--- src/rtl/prog_loader_pkg.sv ---
// Shared definitions for the UART program loader and the CPU fetch path.
// Both sides take the instruction RAM base and reset vector from here.
package prog_loader_pkg;

  typedef enum logic [1:0] {
    ST_RUN  = 2'd0,
    ST_HDR  = 2'd1,
    ST_DATA = 2'd2,
    ST_ERR  = 2'd3
  } state_t;

  localparam int          BYTES_PER_WORD = 4;
  localparam logic [1:0]  LAST_BYTE      = 2'(BYTES_PER_WORD - 1);
  localparam logic [31:0] IMEM_BASE      = 32'h0000_0000;
  localparam logic [31:0] RESET_VECTOR   = IMEM_BASE;

  // Big-endian packing: earlier bytes migrate toward bit 31.
  function automatic logic [31:0] pack_be(input logic [31:0] acc, input logic [7:0] b);
    return {acc[23:0], b};
  endfunction

endpackage

--- src/rtl/prog_loader_byte_packer.sv ---
// Packs a byte stream into big-endian 32-bit words; word_valid strobes
// combinationally alongside the 4th byte of each group.
module byte_packer
  import prog_loader_pkg::*;
(
  input  logic        clk,
  input  logic        reset,
  input  logic        clear,
  input  logic        in_valid,
  input  logic [7:0]  in_data,
  output logic        word_valid,
  output logic [31:0] word
);

  logic [1:0]  cnt_r;
  logic [31:0] shreg_r;

  // Byte counter and shift register; clear discards any partial word.
  always_ff @(posedge clk or posedge reset) begin
    if (reset) begin
      cnt_r   <= 2'd0;
      shreg_r <= 32'd0;
    end else if (clear) begin
      cnt_r   <= 2'd0;
      shreg_r <= 32'd0;
    end else if (in_valid) begin
      cnt_r   <= cnt_r + 2'd1;
      shreg_r <= pack_be(shreg_r, in_data);
    end
  end

  assign word_valid = in_valid && !clear && (cnt_r == LAST_BYTE);
  assign word       = pack_be(shreg_r, in_data);

endmodule

--- src/rtl/prog_loader.sv ---
// UART program loader: holds the CPU while a length-prefixed image is written
// into instruction RAM, and owns the RAM address/write port mux.
module prog_loader
  import prog_loader_pkg::*;
#(
  parameter int DEPTH_LOG2     = 8,
  parameter int TIMEOUT_CYCLES = 1000000,
  parameter bit BOOT_WAIT      = 1'b1
) (
  input  logic                  clk,
  input  logic                  reset,
  input  logic                  rx_valid,
  input  logic [7:0]            rx_data,
  input  logic                  load_req,
  input  logic [31:0]           cpu_addr,
  output logic [DEPTH_LOG2-1:0] mem_addr,
  output logic                  mem_we,
  output logic [31:0]           mem_wdata,
  output logic                  cpu_hold,
  output logic                  busy,
  output logic                  error,
  output logic [DEPTH_LOG2:0]   words_loaded
);

  localparam int                  TMO_W       = $clog2(TIMEOUT_CYCLES + 1);
  localparam logic [TMO_W-1:0]    TMO_LAST    = TMO_W'(TIMEOUT_CYCLES - 1);
  localparam logic [TMO_W-1:0]    TMO_ONE     = TMO_W'(1);
  localparam logic [DEPTH_LOG2:0] CNT_ONE     = (DEPTH_LOG2 + 1)'(1);
  localparam logic [31:0]         DEPTH_WORDS = 32'd1 << DEPTH_LOG2;
  localparam state_t              RESET_STATE = BOOT_WAIT ? ST_HDR : ST_RUN;

  state_t                state_r, state_next;
  logic                  cpu_hold_r, busy_r, error_r, mem_we_r, started_r;
  logic [31:0]           mem_wdata_r;
  logic [DEPTH_LOG2-1:0] load_addr_r, widx_r;
  logic [DEPTH_LOG2:0]   count_r, words_loaded_r;
  logic [TMO_W-1:0]      tmo_r;

  logic        loading_s, accept_s, timeout_s, word_valid_s, hdr_ok_s, last_word_s;
  logic        write_s, hdr_take_s;
  logic [31:0] word_s;
  logic        unused_addr_bits;

  assign loading_s   = (state_r == ST_HDR) || (state_r == ST_DATA);
  assign accept_s    = rx_valid && !load_req && loading_s;
  assign timeout_s   = started_r && loading_s && !rx_valid && !load_req && (tmo_r == TMO_LAST);
  assign hdr_ok_s    = (word_s != 32'd0) && (word_s <= DEPTH_WORDS);
  assign last_word_s = (words_loaded_r + CNT_ONE) == count_r;

  byte_packer u_packer (
    .clk        (clk),
    .reset      (reset),
    .clear      (load_req || timeout_s),
    .in_valid   (accept_s),
    .in_data    (rx_data),
    .word_valid (word_valid_s),
    .word       (word_s)
  );

  // Next-state decode plus the one-cycle write/header-capture strobes.
  always_comb begin
    state_next = state_r;
    write_s    = 1'b0;
    hdr_take_s = 1'b0;
    if (load_req) begin
      state_next = ST_HDR;
    end else begin
      case (state_r)
        ST_HDR: begin
          if (timeout_s) begin
            state_next = ST_ERR;
          end else if (word_valid_s) begin
            hdr_take_s = hdr_ok_s;
            state_next = hdr_ok_s ? ST_DATA : ST_ERR;
          end else begin
            state_next = ST_HDR;
          end
        end
        ST_DATA: begin
          if (timeout_s) begin
            state_next = ST_ERR;
          end else if (word_valid_s) begin
            write_s    = 1'b1;
            state_next = last_word_s ? ST_RUN : ST_DATA;
          end else begin
            state_next = ST_DATA;
          end
        end
        ST_RUN:  state_next = ST_RUN;
        ST_ERR:  state_next = ST_ERR;
        default: state_next = ST_ERR;
      endcase
    end
  end

  // State, status flags, write port and load bookkeeping.
  always_ff @(posedge clk or posedge reset) begin
    if (reset) begin
      state_r        <= RESET_STATE;
      cpu_hold_r     <= BOOT_WAIT;
      busy_r         <= BOOT_WAIT;
      error_r        <= 1'b0;
      mem_we_r       <= 1'b0;
      mem_wdata_r    <= 32'd0;
      load_addr_r    <= '0;
      widx_r         <= '0;
      count_r        <= '0;
      words_loaded_r <= '0;
      tmo_r          <= '0;
      started_r      <= 1'b0;
    end else begin
      state_r    <= state_next;
      // Hold stays up through the cycle of the final write pulse.
      cpu_hold_r <= (state_next != ST_RUN) || (state_r != ST_RUN);
      busy_r     <= (state_next == ST_HDR) || (state_next == ST_DATA);
      error_r    <= (state_next == ST_ERR);
      mem_we_r   <= write_s;
      if (write_s) begin
        mem_wdata_r <= word_s;
        load_addr_r <= widx_r;
      end
      if (load_req) begin
        widx_r         <= '0;
        words_loaded_r <= '0;
        tmo_r          <= '0;
        started_r      <= 1'b0;
      end else begin
        if (hdr_take_s) begin
          count_r <= word_s[DEPTH_LOG2:0];
          widx_r  <= '0;
        end else if (write_s) begin
          widx_r         <= widx_r + DEPTH_LOG2'(1);
          words_loaded_r <= words_loaded_r + CNT_ONE;
        end
        if (timeout_s) begin
          tmo_r     <= '0;
          started_r <= 1'b0;
        end else if (accept_s) begin
          tmo_r     <= '0;
          started_r <= 1'b1;
        end else if (started_r && loading_s) begin
          tmo_r <= tmo_r + TMO_ONE;
        end
      end
    end
  end

  assign unused_addr_bits = ^{cpu_addr[31:DEPTH_LOG2+2], cpu_addr[1:0]};

  assign mem_addr     = cpu_hold_r ? load_addr_r : cpu_addr[DEPTH_LOG2+1:2];
  assign mem_we       = mem_we_r && cpu_hold_r;
  assign mem_wdata    = mem_wdata_r;
  assign cpu_hold     = cpu_hold_r;
  assign busy         = busy_r;
  assign error        = error_r;
  assign words_loaded = words_loaded_r;

endmodule

--- config.mk ---
export PLATFORM = sky130hd
export DESIGN_NAME = prog_loader
export DESIGN_NICKNAME = d
export VERILOG_FILES = /design/src/rtl/prog_loader_pkg.sv /design/src/rtl/prog_loader_byte_packer.sv /design/src/rtl/prog_loader.sv
export SDC_FILE = /design/constraint.sdc
export NUM_CORES = 1
export LEC_CHECK = 0
export BUFFER_PORTS_ARGS = -buffer_cell sky130_fd_sc_hd__buf_4
export CAP_MARGIN = 20
export CORE_ASPECT_RATIO = 1.75
export CORE_MARGIN = 2
export CORE_UTILIZATION = 57
export CTS_CLUSTER_SIZE = 24
export DETAILED_ROUTE_END_ITERATION = 6
export PLACE_DENSITY = 0.83
export SLEW_MARGIN = 40
export SYNTH_ARGS = -nofsm -noshare
export SYNTH_HDL_FRONTEND = slang
export SYNTH_HIERARCHICAL = 1
export SYNTH_SLANG_ARGS = --single-unit
--- constraint.sdc ---
create_clock -name clk -period 4.4 [get_ports clk]
set_input_delay 0.88 -clock clk [delete_from_list [all_inputs] [get_ports clk]]
set_output_delay 0.88 -clock clk [all_outputs]
set_load 0.05 [all_outputs]
; Word-level counts from Yosys, hierarchy flattened
; Cells that the tools add are included.
; Widths: inputs -> output; s select.
[totals]
register_bits = 119
output_inout_bits = 53
input_bits = 44
elab_cells = 92
romBits = 0
ramBits = 0
mem_count = 0
latchBits = 0
[classes]
n_lt_le_gt_ge = 1
reduce_logical = 28
muxes = 34
div_mod_pow = 0
multipliers = 0
bitwise_logic = 1
n_eq_ne = 10
shifts = 0
n_addsub = 4
[op_table]
columns = operator, n
row1 = $mux 20, 4
row2 = $mux 24, 2
row3 = $le 32x9->1 const B, 1
row4 = $mux 8, 4
row5 = $reduce_bool 32->1, 1
row6 = $mux 9, 3
row7 = $add 20x1->20 const B, 1
row8 = $eq 20x20->1 const B, 1
row9 = $mux 2, 8
row10 = $mux 1, 12
row11 = $eq 2x2->1 const B, 5
row12 = $logic_and 1x1->1, 10
row13 = $add 9x1->9 const B, 1
row14 = $eq 9x9->1, 1
row15 = $add 8x1->8 const B, 1
row16 = $pmux 2 s4, 1
row17 = $reduce_bool 2->1, 4
row18 = $reduce_bool 3->1, 2
row19 = $eq 2x1->1 const B, 2
row20 = $logic_or 1x1->1, 4
row21 = $reduce_and 2->1, 2
row22 = $reduce_bool 4->1, 1
row23 = $logic_not 1->1, 3
row24 = $add 2x1->2 const B, 1
row25 = 3 further kinds, 3

; Logic depth before layout (Yosys ltp)
; Gate-level depths: netlist (run 1).
[logic_depth]
word_depth = 17
depth_mapped = 15
ltp_nobuf = 12

; Modules after synthesis
; Netlist (run 1), hierarchy kept.
[by_module_without_submodules]
columns = module, area_per_inst_um2, seq_area_each_um2, cells_each, n_inst
row1 = prog_loader, 4822.1, 2331.0, 425, 1
row2 = byte_packer, 1159.9, 650.6, 96, 1

; Worst setup path before layout (run 1)
; Ideal clock, no wire load.
[synth_timing]
path_type = register to register
from = register state_r[0]
to = register words_loaded_r[5], in the netlist words_loaded[5]
setup_ps = 125
path_buffers = 4
arrival_time_ps = 3116
path_slack_ps = 1159
synth_period_minus_slack_ps = 3241
t_required_ps = 4275
path_stages_with_launch = 14
path_cell_list = dfstp_2 > inv_1 > ha_1 > and2_1 > and4_1 > clkbuf_1 > a21o_1 > buf_2 > buf_2 > nor2_1 > o211ai_2 > buf_2 > nor4_1 > mux2_4
[synth_between]
elab_chain_len = 16
word_cells_on_any_way = 23
classes_between = 3 x eq/ne / 8 x mux / 12 x reduce/logical
[synth_lines]
columns = element, line_no
row1 = from (decl), prog_loader.sv:32  ; state_t state_r, state_next;
row2 = from (signal assigned), prog_loader.sv:112  ; state_r <= state_next;
row3 = $eq 2x1->1 or $eq 2x2->1 (tied branches), prog_loader.sv:44  ; assign loading_s = (state_r == ST_HDR) || (state_r == ST_DATA);
row4 = $logic_or 1x1->1 *, prog_loader.sv:44
row5 = $logic_and 1x1->1 (4 in series), prog_loader.sv:46  ; assign timeout_s = started_r && loading_s && !rx_valid && !load_req && (tmo_r == TMO_LAST);
row6 = $logic_or 1x1->1, prog_loader.sv:53  ; .clear (load_req || timeout_s),
row7 = $logic_not 1->1, prog_loader_byte_packer.sv:32  ; assign word_valid = in_valid && !clear && (cnt_r == LAST_BYTE);
row8 = $logic_and 1x1->1 * (2 in series), prog_loader_byte_packer.sv:32
row9 = via word_valid_s, prog_loader.sv:39  ; logic loading_s, accept_s, timeout_s, word_valid_s, hdr_ok_s, last_word_s;
row10 = $mux 1 (on tied branches), "prog_loader.sv:72, prog_loader.sv:82"
row11 = $mux 1 (on tied branches), "prog_loader.sv:70, prog_loader.sv:80"
row12 = $mux 1, prog_loader.sv:68  ; case (state_r)
row13 = $mux 1, prog_loader.sv:65  ; if (load_req) begin
row14 = $ne 2x2->1 (no line) or $reduce_bool 2->1 (tied branches), --
row15 = $reduce_and 2->1 (no line) *, --
row16 = to (signal assigned), prog_loader.sv:133  ; words_loaded_r <= words_loaded_r + CNT_ONE;
row17 = to (decl), prog_loader.sv:36  ; logic [DEPTH_LOG2:0] count_r, words_loaded_r;
; The timed path passes the listed nets; every way through them passes the cells marked *.
; A chain may end at the register's enable or synchronous reset.

; Final worst setup path (run 1)
[layout_timing]
from = register state_r[0]
to = register mem_wdata_r[20], in the netlist mem_wdata[20]
[layout_between]
elab_chain_len = 14
word_cells_on_any_way = 16
classes_between = 2 x eq/ne / 4 x mux / 10 x reduce/logical
[layout_lines]
columns = element, line_no
row1 = $eq 2x1->1 or $eq 2x2->1 (tied branches), prog_loader.sv:44
row2 = $logic_or 1x1->1 *, prog_loader.sv:44
row3 = $logic_and 1x1->1 (4 in series), prog_loader.sv:46
row4 = $logic_or 1x1->1, prog_loader.sv:53
row5 = $logic_not 1->1, prog_loader_byte_packer.sv:32
row6 = $logic_and 1x1->1 * (2 in series), prog_loader_byte_packer.sv:32
row7 = via word_valid_s, prog_loader.sv:39
row8 = $mux 1 *, prog_loader.sv:82  ; end else if (word_valid_s) begin
row9 = $mux 1 *, prog_loader.sv:80  ; if (timeout_s) begin
row10 = $mux 1 *, prog_loader.sv:68
row11 = $mux 1 *, prog_loader.sv:65
row12 = to (signal assigned), prog_loader.sv:119  ; mem_wdata_r <= word_s;
row13 = to (decl), prog_loader.sv:34  ; logic [31:0] mem_wdata_r;
; Marks and branches as above.

==> metrics.md, run 1 <==
| Metric | Value |
|---|---|
| Unique masters post-synth | between 50 and 60 |
| Iter 0 DRT Violations | 317 |
| Hold WC Path Type | flop to flop |
| Critical path required time | 4700 ps |
| RSZ-0062 raised after global routing | false |
| Core area | 0.0102 mm2 |
| Crit path time final | 3360 ps |
| Setup crit end kind | flop |
| Vias in the first global route | around 4500 |
| Die W | 81.4 um |
| CP max stage delay | around 560 ps |
| Clock skew | ~11 ps |
| Drt first pass iters | 5 |
| Area Overhead vs Synth | 18.6% |
| GR Overflow Total | 0 |
| Post-synth ARST share | 100% |
| Worst path arrival time | 3660 ps |
| Yosys reg bits | between 100 and 150 |
| Fraction of layout cells with a size suffix above 1 | 31.2% |
| Fmax | 298 MHz |
| PD cells | 372 mW/mm2 |
| Syn_nets | between 500 and 600 |
| Design area | slightly above 0.007 mm2 |
| Startpoint types | flop |
| Primary FF master, synth | dfrtp_1 |
| Nets | 642 |
| Placed Area | 0.00654 mm2 |
| Buffer and inverter count on the worst path | 2 |
| Ant. Diodes | 0 |
| Syn Std Cell Area | 0.00598 mm2 |
| Core Util, Final | 69.3% |
| CP top delay family | simple AND/OR/NAND/NOR gates |
| Max FO, Critical Path | about 40 |
| Setup TNS | 0 ps |
| Die height | 140 um |
| Core Rows | 49 |
| Post-route DRC | 0 |
| Yosys warning total | 6 |
| Overall Global Routing Usage | 25.7% |
| Overall power | 0.00264 W |
| Max Cap Viol | 0 |
| Routability Congestion | slightly above 0.9 |
| IO Count | 97 |
| CTS Buf Count | 17 |
| Fin. max-slew vios | 0 |
| Sw Pwr | 0.000674 W |
| Hold-fix buffers, CTS | 0 |
| Starting Density | 58.4% |
| Syn_area_per_cell | 11.5 um2 |
| Worst skew pair latency | 420 ps |
| Largest net degree at the start of global routing | 44 |
| Vias | 4314 |
| First-pass GRT wire length | 22300 um |
| Number of flops mapped to enable cells by yosys | 0 |
| ANT nets after route | 0 |
| Number of vias per cell | 5.93 |
| Reg power frac | 42.9% |
| Most frequent cells in the layout | 116 x dfrtp_1, 78 x buf_4, 54 x mux2_2, 54 x nor2_1 |
| Synth top area share | 48.5% |
| Synth Instances | 521 |
| Final Setup Violations | 0 |
| Root Driver | clkbuf_16 |
| Status | finished, final reports clean |
| Crit-path cells | inv_1 > ha_1 > and2_1 > and4_1 > a21o_1 > nor2_1 > o211ai_2 > nor2_4 > buf_12 > mux2_2 |
| CTS Sinks | approximately 120 |
| Commonest non-fill, non-tap cell in the layout | dfrtp_1 |
| Sw frac | 25.6% |
| Routed wire length | 13600 um |
| Register area share after synthesis | 49.8% |
| CTS tree | yes |
| Hpwl dp | 9300 um |
| Htree depth | 4 |
| CP Class | flop to flop |
| Fin crit share | about 76% |
| Comb pwr share | 7.9% |
| Postcts setup bufs | 0 |
| Final hold vios | 0 |
| Maximum vdd drop | 0.413 mV |
| Initial antenna violation count | 0 |
| Slew HR | 48.5% |
| Static Leak | 3.32 nW |
| Leading area contributor after synthesis | dfrtp_1 |
| Die area | between 0.01 and 0.015 mm2 |
| Worst-Margin Slew | 772 ps |
| DR WL/cell | about 19 um |
| Int Pwr | 0.00196 W |
| Slowest stage cell, crit path | dfstp_2 |
| Clock share of power | between 40% and 50% |
| Clock Path Buffers | 2 |
| Resize count post-CTS | 0 |
| Synth area leaders | dfrtp_1 49%, mux2_2 10%, mux2i_1 4.4% |
| Port bufs | 72 |
| Worst-path clk slew | about 60 ps |
layout make-up:
type                            instances  area [um2]
Tap cell                              127         159
Fill cell                             682        3140
Sequential cell                       119        2980
Inverter                               10        38.8
Clock inverter                         14         128
Timing Repair Buffer                   79         606
Multi-Input combinational cell        360        2750
Clock buffer                           18         429
metal layers:
layer  vias to the layer above  wire (um)  track usage, %
li1                       1999          -               -
met1                      2174       5000            29.3
met2                       116       7730            45.7
met3                        25        509            4.60
met4                         0        339            11.0
met5                         -          0               0
Yosys cell counts (10+ instances only):
library cell	n
buf_2	10
a21oi_1	14
nor4_1	10
dfrtp_1	116
nor2_1	56
ha_1	11
xnor2_1	19
nand2_1	26
mux2_2	54
mux2i_1	26
inv_1	10
cells by family after synthesis:
logic type	after synthesis	synth area share, %
simple gates	174	16.1
flops	119	49.8
mux	86	15.8
compound gates	62	7.61
buf+inv	42	4.33
xor+xnor	27	3.95
fa+ha+maj	11	2.30
registers in the layout, indices dropped and copies added (netlist names):
| register | flops |
|---|---|
| error | 1 |
| started_r | 1 |
| words_loaded | 9 |
| tmo_r | 20 |
| busy | 1 |
| mem_we_r | 1 |
| state_r | 2 |
| widx_r | 8 |
| mem_wdata | 32 |
| cpu_hold | 1 |
| count_r | 9 |
| load_addr_r | 8 |
| u_packer/cnt_r | 2 |
| u_packer/shreg_r | 24 |
per-stage QoR:
step	setup WS, ps	hold WS [ps]	cells
CTS	1090	494	727
detailed placement	863	480	695
global route	954	522	727
floorplan	1100	475	521
global placement	913	477	695
finish	1040	491	727
power by group through the flow:
| stage | Sequential (W) | Combinational (W) | Clock [W] |
|---|---|---|---|
| floorplan | 0.00115 | 0.000162 | 0 |
| global placement | 0.00115 | 0.000201 | 0 |
| detailed placement | 0.00115 | 0.000208 | 0 |
| CTS | 0.00113 | 0.000210 | 0.00131 |
| global route | 0.00113 | 0.000229 | 0.00136 |
| finish | 0.00113 | 0.000210 | 0.00130 |
path summary, 6_finish.rpt:
check                           cells after the start       endpoint  slack (ps)          start
worst min-delay path                                1  mem_wdata[12]         490  mem_wdata[12]
worst min register to register                      1  mem_wdata[12]         490  mem_wdata[12]
max in group asynchronous                           3           busy        3080          reset
worst max-delay path                               10  mem_wdata[20]        1040     state_r[0]
min in group asynchronous                           2  mem_wdata[10]         500          reset
worst max register to register                     10  mem_wdata[20]        1040     state_r[0]
(Power assumes the default switching activity.)
==> run 2, diff against run 1 <==
--- a/config.mk
+++ b/config.mk
@@ -5,6 +5,7 @@
 export SDC_FILE = /design/constraint.sdc
 export NUM_CORES = 1
 export LEC_CHECK = 0
+export ABC_AREA = 1
 export BUFFER_PORTS_ARGS = -buffer_cell sky130_fd_sc_hd__buf_4
 export CAP_MARGIN = 20
 export CORE_ASPECT_RATIO = 1.75
@@ -12,7 +13,7 @@
 export CORE_UTILIZATION = 57
 export CTS_CLUSTER_SIZE = 24
 export DETAILED_ROUTE_END_ITERATION = 6
-export PLACE_DENSITY = 0.83
+export PLACE_DENSITY = 0.84
 export SLEW_MARGIN = 40
 export SYNTH_ARGS = -nofsm -noshare
 export SYNTH_HDL_FRONTEND = slang
==> constraint.sdc (replaced) <==
create_clock -name clk -period 3.18 [get_ports clk]
set_input_delay 0.636 -clock clk [delete_from_list [all_inputs] [get_ports clk]]
set_output_delay 0.636 -clock clk [all_outputs]
set_load 0.05 [all_outputs]
==> run 2 against run 1 <==
  * Sequential share of layout area barely moved
  * Clock skew fell by 1.7 ps
  * Sequential power is 38% higher
  * Critical path depth grew 6
  * Combinational power about the same
  * Global-route usage rose by 1.3 points
  * Worst setup slack got worse by 720 ps
  * Die area shrank 1.3%
  * Power rose by 43%
  * Core utilization increased by 0.38 points
  * First-iteration DRC count increased by 16%
  * Largest power group unchanged
  * Highest routed layer unchanged
==> metrics.md, run 2 <==
| Metric | Value |
|---|---|
| Initial antenna violation count | 0 (unchanged) |
| Slew HR | 53.6% (was 48.5%) |
| Area Overhead vs Synth | 20.2% (was 18.6%) |
| Hpwl dp | 9680 um (was 9300 um) |
| IO Count | 97 (unchanged) |
| Number of vias per cell | 5.56 (was 5.93) |
| Nets | 859 (was 642) |
| Synth area leaders | dfrtp_1 49%, nand2_1 15%, nand3_1 6.2% (was dfrtp_1 49%, mux2_2 10%, mux2i_1 4.4%) |
| Worst-path clk slew | 60 ps (about the same) |
| Vias in the first global route | 5079 (was 4518) |
| Clock skew | 9.38 ps (was 11.0 ps) |
| Critical path required time | 3510 ps (was 4700 ps) |
| Syn Std Cell Area | 0.00590 mm2 (was 0.00598 mm2) |
| Drt first pass iters | 5 (unchanged) |
| Dpl cells | 912 (was 695) |
| Max reg flops | 32 (unchanged) |
| CTS Buf Count | 17 (unchanged) |
| PD cells | 532 mW/mm2 (was 372 mW/mm2) |
| Yosys warning total | 6 (unchanged) |
| Reg2reg start | state_r[0] (unchanged) |
| Syn_nets | 791 (was 576) |
| Hold-fix buffers, CTS | 0 (unchanged) |
| Primary FF master, synth | dfrtp_1 (unchanged) |
| Starting Density | 58.0% (was 58.4%) |
| Core Rows | 49 (unchanged) |
| Htree depth | 4 (unchanged) |
| Worst path arrival time | 3190 ps (was 3660 ps) |
| Post-route DRC | 0 (unchanged) |
| Core Util, Final | 69.7% (was 69.3%) |
| GR Overflow Total | 0 (unchanged) |
| Multi-input gate area in the final layout | 0.00242 mm2 (was 0.00275 mm2) |
| Port bufs | 72 (unchanged) |
| Core area | 0.0102 mm2 (about the same) |
| Post-synth ARST share | 100% (unchanged) |
| CP startpoint | state_r[0] (unchanged) |
| Layout fillers | 758 (was 682) |
| ANT nets after route | 0 (unchanged) |
| First-pass GRT wire length | 23400 um (was 22300 um) |
| Final hold vios | 0 (unchanged) |
| Die height | 139 um (was 140 um) |
| CTS tree | yes (unchanged) |
| Setup crit end kind | flop (unchanged) |
| Max FO, Critical Path | 36 (was 41) |
| Overall power | 0.00377 W (was 0.00264 W) |
| Vias | 5247 (was 4314) |
| Final setup margin | 318 ps (was 1040 ps) |
| Synth Instances | 736 (was 521) |
| Largest net degree at the start of global routing | 57 (was 44) |
| Crit path time final | 2860 ps (was 3360 ps) |
| CTS Sinks | 119 (unchanged) |
| Leading area contributor after synthesis | dfrtp_1 (unchanged) |
| Static Leak | 3.68 nW (was 3.32 nW) |
| Register-to-Register Path Depth | 16 (was 10) |
| Fraction of layout cells with a size suffix above 1 | 16.6% (was 31.2%) |
| Final Setup Violations | 0 (unchanged) |
| CP Class | flop to flop (unchanged) |
| Most frequent cell after synthesis | nand2_1 (was dfrtp_1) |
| Die area | 0.0112 mm2 (was 0.0114 mm2) |
| Commonest non-fill, non-tap cell in the layout | nand2_1 (was dfrtp_1) |
| RSZ-0062 raised after global routing | false (unchanged) |
| Yosys reg bits | 119 (unchanged) |
| Routability Congestion | 0.908 (was 0.914) |
| Commonest cells in the netlist | 236 x nand2_1, 116 x dfrtp_1, 76 x inv_1, 73 x nand3_1, 52 x nor2_1 (was 116 x dfrtp_1, 56 x nor2_1, 54 x mux2_2, 26 x mux2i_1, 26 x nand2_1) |
| Syn_area_per_cell | 8.02 um2 (was 11.5 um2) |
| Unique masters post-synth | 36 (was 59) |
| Number of flops mapped to enable cells by yosys | 0 (unchanged) |
| Hold WC Path Type | input port to async pin (was flop to flop) |
| DR WL/cell | 15.1 um (was 18.7 um) |
| Status | finished, final reports clean (unchanged) |
| Root Driver | clkbuf_16 (unchanged) |
| Ant. Diodes | 0 (unchanged) |
| Register area share after synthesis | 50.5% (was 49.8%) |
| Worst skew pair latency | 420 ps (about the same) |
| Maximum vdd drop | 0.444 mV (was 0.413 mV) |
| Most frequent cells in the layout | 236 x nand2_1, 116 x dfrtp_1, 76 x buf_4 (was 116 x dfrtp_1, 78 x buf_4, 54 x mux2_2, 54 x nor2_1) |
| Pre-CTS setup slack | 119 ps (was 863 ps) |
| Clock Path Buffers | 2 (unchanged) |
| Max Cap Viol | 0 (unchanged) |
| Startpoint types | flop (unchanged) |
| Die W | 80.9 um (was 81.4 um) |
| Fmax | 349 MHz (was 298 MHz) |
| Iter 0 DRT Violations | 369 (was 317) |
| Worst-Margin Slew | 695 ps (was 772 ps) |
| Routed wire length | 14300 um (was 13600 um) |
| Fin crit share | 90.0% (was 76.4%) |
| Non-Filler Instances | 944 (was 727) |
| Register Area | 0.00298 mm2 (unchanged) |
| Fin. max-slew vios | 0 (unchanged) |
| Overall Global Routing Usage | 27.0% (was 25.7%) |
| Synth top area share | 49.2% (was 48.5%) |
| Setup TNS | 0 ps (unchanged) |
[run 2: changes by cell type after synthesis, sizes merged, moves of 7 or more]
cell,before,now
inv,10,81
mux2,60,3
mux2i,26,1
nand2,26,240
nand3,9,76
nor4,13,0
o21ai,10,51
o31ai,7,0
xnor2,19,0
[run 2: worst max-delay path, cell delays in order (launching register included)]
cell and delay (ps):
dfstp_2 560, inv_1 70, ha_1 320, nand2_1 160, nor2_1 70, nand3_1 90
nor2_2 70, inv_1 70, nand2_1 120, inv_2 80, and3_1 130, inv_1 70
nor2_4 150, nand3_2 140, inv_4 330, nand2_1 160, o21ai_0 190
[run 2: cell type report]
type,count,share of cell area [%]
Clock buffer,20,6.16
Clock inverter,12,2.51
Inverter,81,4.34
Multi-Input combinational cell,507,34.1
Sequential cell,119,42.1
Tap cell,127,2.24
Timing Repair Buffer,78,8.61
[run 2: worst paths after layout]
check	to	slack (ps)
max in group asynchronous	cpu_hold	2080
worst max register to register	widx_r[5]	320
min in group clk	u_packer/shreg_r[5]	470
worst min register to register	u_packer/shreg_r[16]	470
worst min-delay path	u_packer/shreg_r[2]	290
worst max-delay path	widx_r[5]	320
[run 2: power by group]
group	leakage, nW	switching [W]	internal [W]
combinational	1.77	0.000151	0.0000605
sequential	1.62	0.0000195	0.00154
clock	0.298	0.000691	0.00131
[run 2: cells by family after synthesis]
family,synth area share [%]
xor+xnor,1.19
fa+ha+maj,2.33
mux,0.742
simple gates,29.6
buf+inv,8.55
flops,50.5
compound gates,7.08
[run 2: timing repair]
action / CTS / global route
endpoints found under the setup margin: 0 / 8
gates resized for setup: 0 / 2
setup buffers: 0 / 0
[run 2: layer usage]
metal  vias to the layer above  share of wire (%)  GRT usage (%)
met5                         -                  0              0
met3                        42                4.3           6.18
met2                       165                 55           48.3
li1                       2495                  -              -
met4                         0                3.2           11.8
met1                      2545                 37           29.4
[run 2: per-stage QoR]
step                hold WS, ps  area, um2
finish                      289       7090
global route                333       7090
CTS                         301       7090
detailed placement          458       6470
global placement            454       6470
floorplan                   442       5900
==> run 3, diff against run 2 <==
--- a/config.mk
+++ b/config.mk
@@ -14,6 +14,7 @@
 export CTS_CLUSTER_SIZE = 24
 export DETAILED_ROUTE_END_ITERATION = 6
 export PLACE_DENSITY = 0.84
+export RECOVER_POWER = 25
 export SLEW_MARGIN = 40
 export SYNTH_ARGS = -nofsm -noshare
 export SYNTH_HDL_FRONTEND = slang
==> run 3 against run 2 <==
  * The flow now finishes with violations (max-capacitance violations, max-slew violations)
  * Sequential power is essentially flat
  * Hold slack improved by 170 ps
  * Clock skew up 1.2 ps
  * Die area unchanged
  * Worst setup slack got worse by 7.9 ps
  * Critical path depth unchanged
  * Clock power about the same
  * Via count grew 0.21%
  * Register-to-register slack about the same
  * Count of clock-buffer cells in the layout did not move
  * Critical endpoint unchanged
==> metrics.md, run 3 (synthesis gave the netlist of run 2 again) <==
| Metric | Value |
|---|---|
| ANT nets after route | 0 (unchanged) |
| Register-to-Register Path Depth | 16 (unchanged) |
| Htree depth | 4 (unchanged) |
| Worst path arrival time | 3200 ps (was 3190 ps) |
| Register Area | 0.00298 mm2 (unchanged) |
| Fin. max-slew vios | 38 (was 0) |
| GR Overflow Total | 0 (unchanged) |
| Pre-CTS setup slack | 119 ps (unchanged) |
| Die W | 80.9 um (unchanged) |
| PD cells | 532 mW/mm2 (about the same) |
| Multi-input gate area in the final layout | 0.00242 mm2 (unchanged) |
| Starting Density | 58.0% (unchanged) |
| Die area | 0.0112 mm2 (unchanged) |
| Worst hold slack | 459 ps (was 289 ps) |
| RSZ-0062 raised after global routing | false (unchanged) |
| Most frequent cells in the layout | 236 x nand2_1, 116 x dfrtp_1, 75 x inv_1, 75 x buf_4, 73 x nand3_1 (was 236 x nand2_1, 116 x dfrtp_1, 76 x buf_4) |
| IO Count | 97 (unchanged) |
| Maximum vdd drop | 0.445 mV (was 0.444 mV) |
| Fin crit share | 90.3% (was 90.0%) |
| Drt first pass iters | 5 (unchanged) |
| Hold WC Path Type | input port to async pin (unchanged) |
| Core area | 0.0102 mm2 (unchanged) |
| R2R Setup Slk | 310 ps (was 320 ps) |
| First-pass GRT wire length | 23400 um (unchanged) |
| Overall Global Routing Usage | 27.0% (unchanged) |
| Slew HR | -19.4% (was 53.6%) |
| Hold-fix buffers, CTS | 0 (unchanged) |
| Clock Path Buffers | 2 (unchanged) |
| Max FO, Critical Path | 36 (unchanged) |
| FF-to-FF End | widx_r[5] (unchanged) |
| Final setup margin | 310 ps (was 318 ps) |
| Core Rows | 49 (unchanged) |
| Final Setup Violations | 0 (unchanged) |
| Number of vias per cell | 5.57 (was 5.56) |
| Vias in the first global route | 5079 (unchanged) |
| Iter 0 DRT Violations | 404 (was 369) |
| Final hold vios | 0 (unchanged) |
| Violated checks | max-capacitance violations, max-slew violations |
| Port bufs | 72 (unchanged) |
| Layout fillers | 760 (was 758) |
| Post-route DRC | 0 (unchanged) |
| Area Overhead vs Synth | 20.1% (was 20.2%) |
| Clock skew | 10.6 ps (was 9.38 ps) |
| Crit path time final | 2870 ps (was 2860 ps) |
| DR WL/cell | 15.2 um (was 15.1 um) |
| Overall power | 0.00377 W (about the same) |
| Status | finished, violations left (was finished, final reports clean) |
| Initial antenna violation count | 0 (unchanged) |
| Postcts setup bufs | 0 (unchanged) |
| Max reg flops | 32 (unchanged) |
| Worst-path clk slew | 50 ps (was 60 ps) |
| Largest net degree at the start of global routing | 57 (unchanged) |
| Startpoint types | flop (unchanged) |
| Setup TNS | 0 ps (unchanged) |
| CTS Sinks | 119 (unchanged) |
| Setup crit end kind | flop (unchanged) |
| Fmax | 348 MHz (was 349 MHz) |
| Ant. Diodes | 0 (unchanged) |
| Static Leak | 3.68 nW (about the same) |
| Commonest non-fill, non-tap cell in the layout | nand2_1 (unchanged) |
| Root Driver | clkbuf_16 (unchanged) |
| CP Class | flop to flop (unchanged) |
| Critical path required time | 3510 ps (about the same) |
| CTS tree | yes (unchanged) |
| CTS Buf Count | 17 (unchanged) |
| Fraction of layout cells with a size suffix above 1 | 16.4% (was 16.6%) |
| Worst-Margin Slew | 1780 ps (was 695 ps) |
| Die height | 139 um (unchanged) |
| Worst skew pair latency | 420 ps (about the same) |
| Vias | 5258 (was 5247) |
| Routed wire length | 14300 um (about the same) |
| Hpwl dp | 9680 um (unchanged) |
| Reg2reg start | state_r[0] (unchanged) |
| Resize count post-CTS | 0 (unchanged) |
| Max Cap Viol | 1 (was 0) |
| Nets | 859 (unchanged) |
| Routability Congestion | 0.908 (unchanged) |
-- run 3: cell types whose count changed in the layout (fill, tap and decap cells not counted), sizes merged --
cell,change
buf,-1
clkinv,-1
clkinvlp,+1
clkbuf,+1
-- run 3: routing by layer --
layer / up-vias / global-route usage, % / share of wire, %
met3: 40 / 6.18 / 4.3
li1: 2491 / - / -
met5: - / 0 / 0
met1: 2558 / 29.4 / 38
met4: 0 / 11.8 / 2.8
met2: 169 / 48.3 / 55
-- run 3: layout make-up --
| class | instances | area share [%] |
|---|---|---|
| Clock inverter | 12 | 2.51 |
| Tap cell | 127 | 2.24 |
| Clock buffer | 20 | 6.16 |
| Timing Repair Buffer | 78 | 8.56 |
| Multi-Input combinational cell | 507 | 34.1 |
| Inverter | 81 | 4.34 |
| Sequential cell | 119 | 42.1 |
-- run 3: worst max-delay path by stage --
stage,endpoint,startpoint
after floorplan,count_r[0],reset
after global routing,widx_r[5],state_r[0]
after global placement,widx_r[6],state_r[0]
after detailed placement,widx_r[4],state_r[0]
after CTS,widx_r[5],state_r[0]
final,widx_r[5],state_r[0]
-- run 3: through the flow --
stage / utilization [%] / instances / area (um2)
floorplan: - / 736 / 5900
global placement: 63.6 / 912 / 6470
detailed placement: 63.6 / 912 / 6470
CTS: 69.6 / 944 / 7090
global route: 69.6 / 944 / 7090
finish: 69.6 / 944 / 7090
-- run 3: critical path, cell delays in order, from the launching register on --
cell	delay, ps
dfstp_2	560
inv_1	70
ha_1	320
nand2_1	160
nor2_1	70
nand3_1	90
nor2_2	70
inv_1	70
nand2_1	120
inv_2	80
and3_1	130
inv_1	70
nor2_4	150
nand3_2	140
inv_4	340
nand2_1	160
o21ai_0	180
-- run 3: where the power goes --
part	internal (W)	switching [W]	total, W
Clock	0.00131	0.000692	0.00200
Combinational	0.0000601	0.000150	0.000210
Sequential	0.00154	0.0000194	0.00156
Total	0.00291	0.000861	0.00377
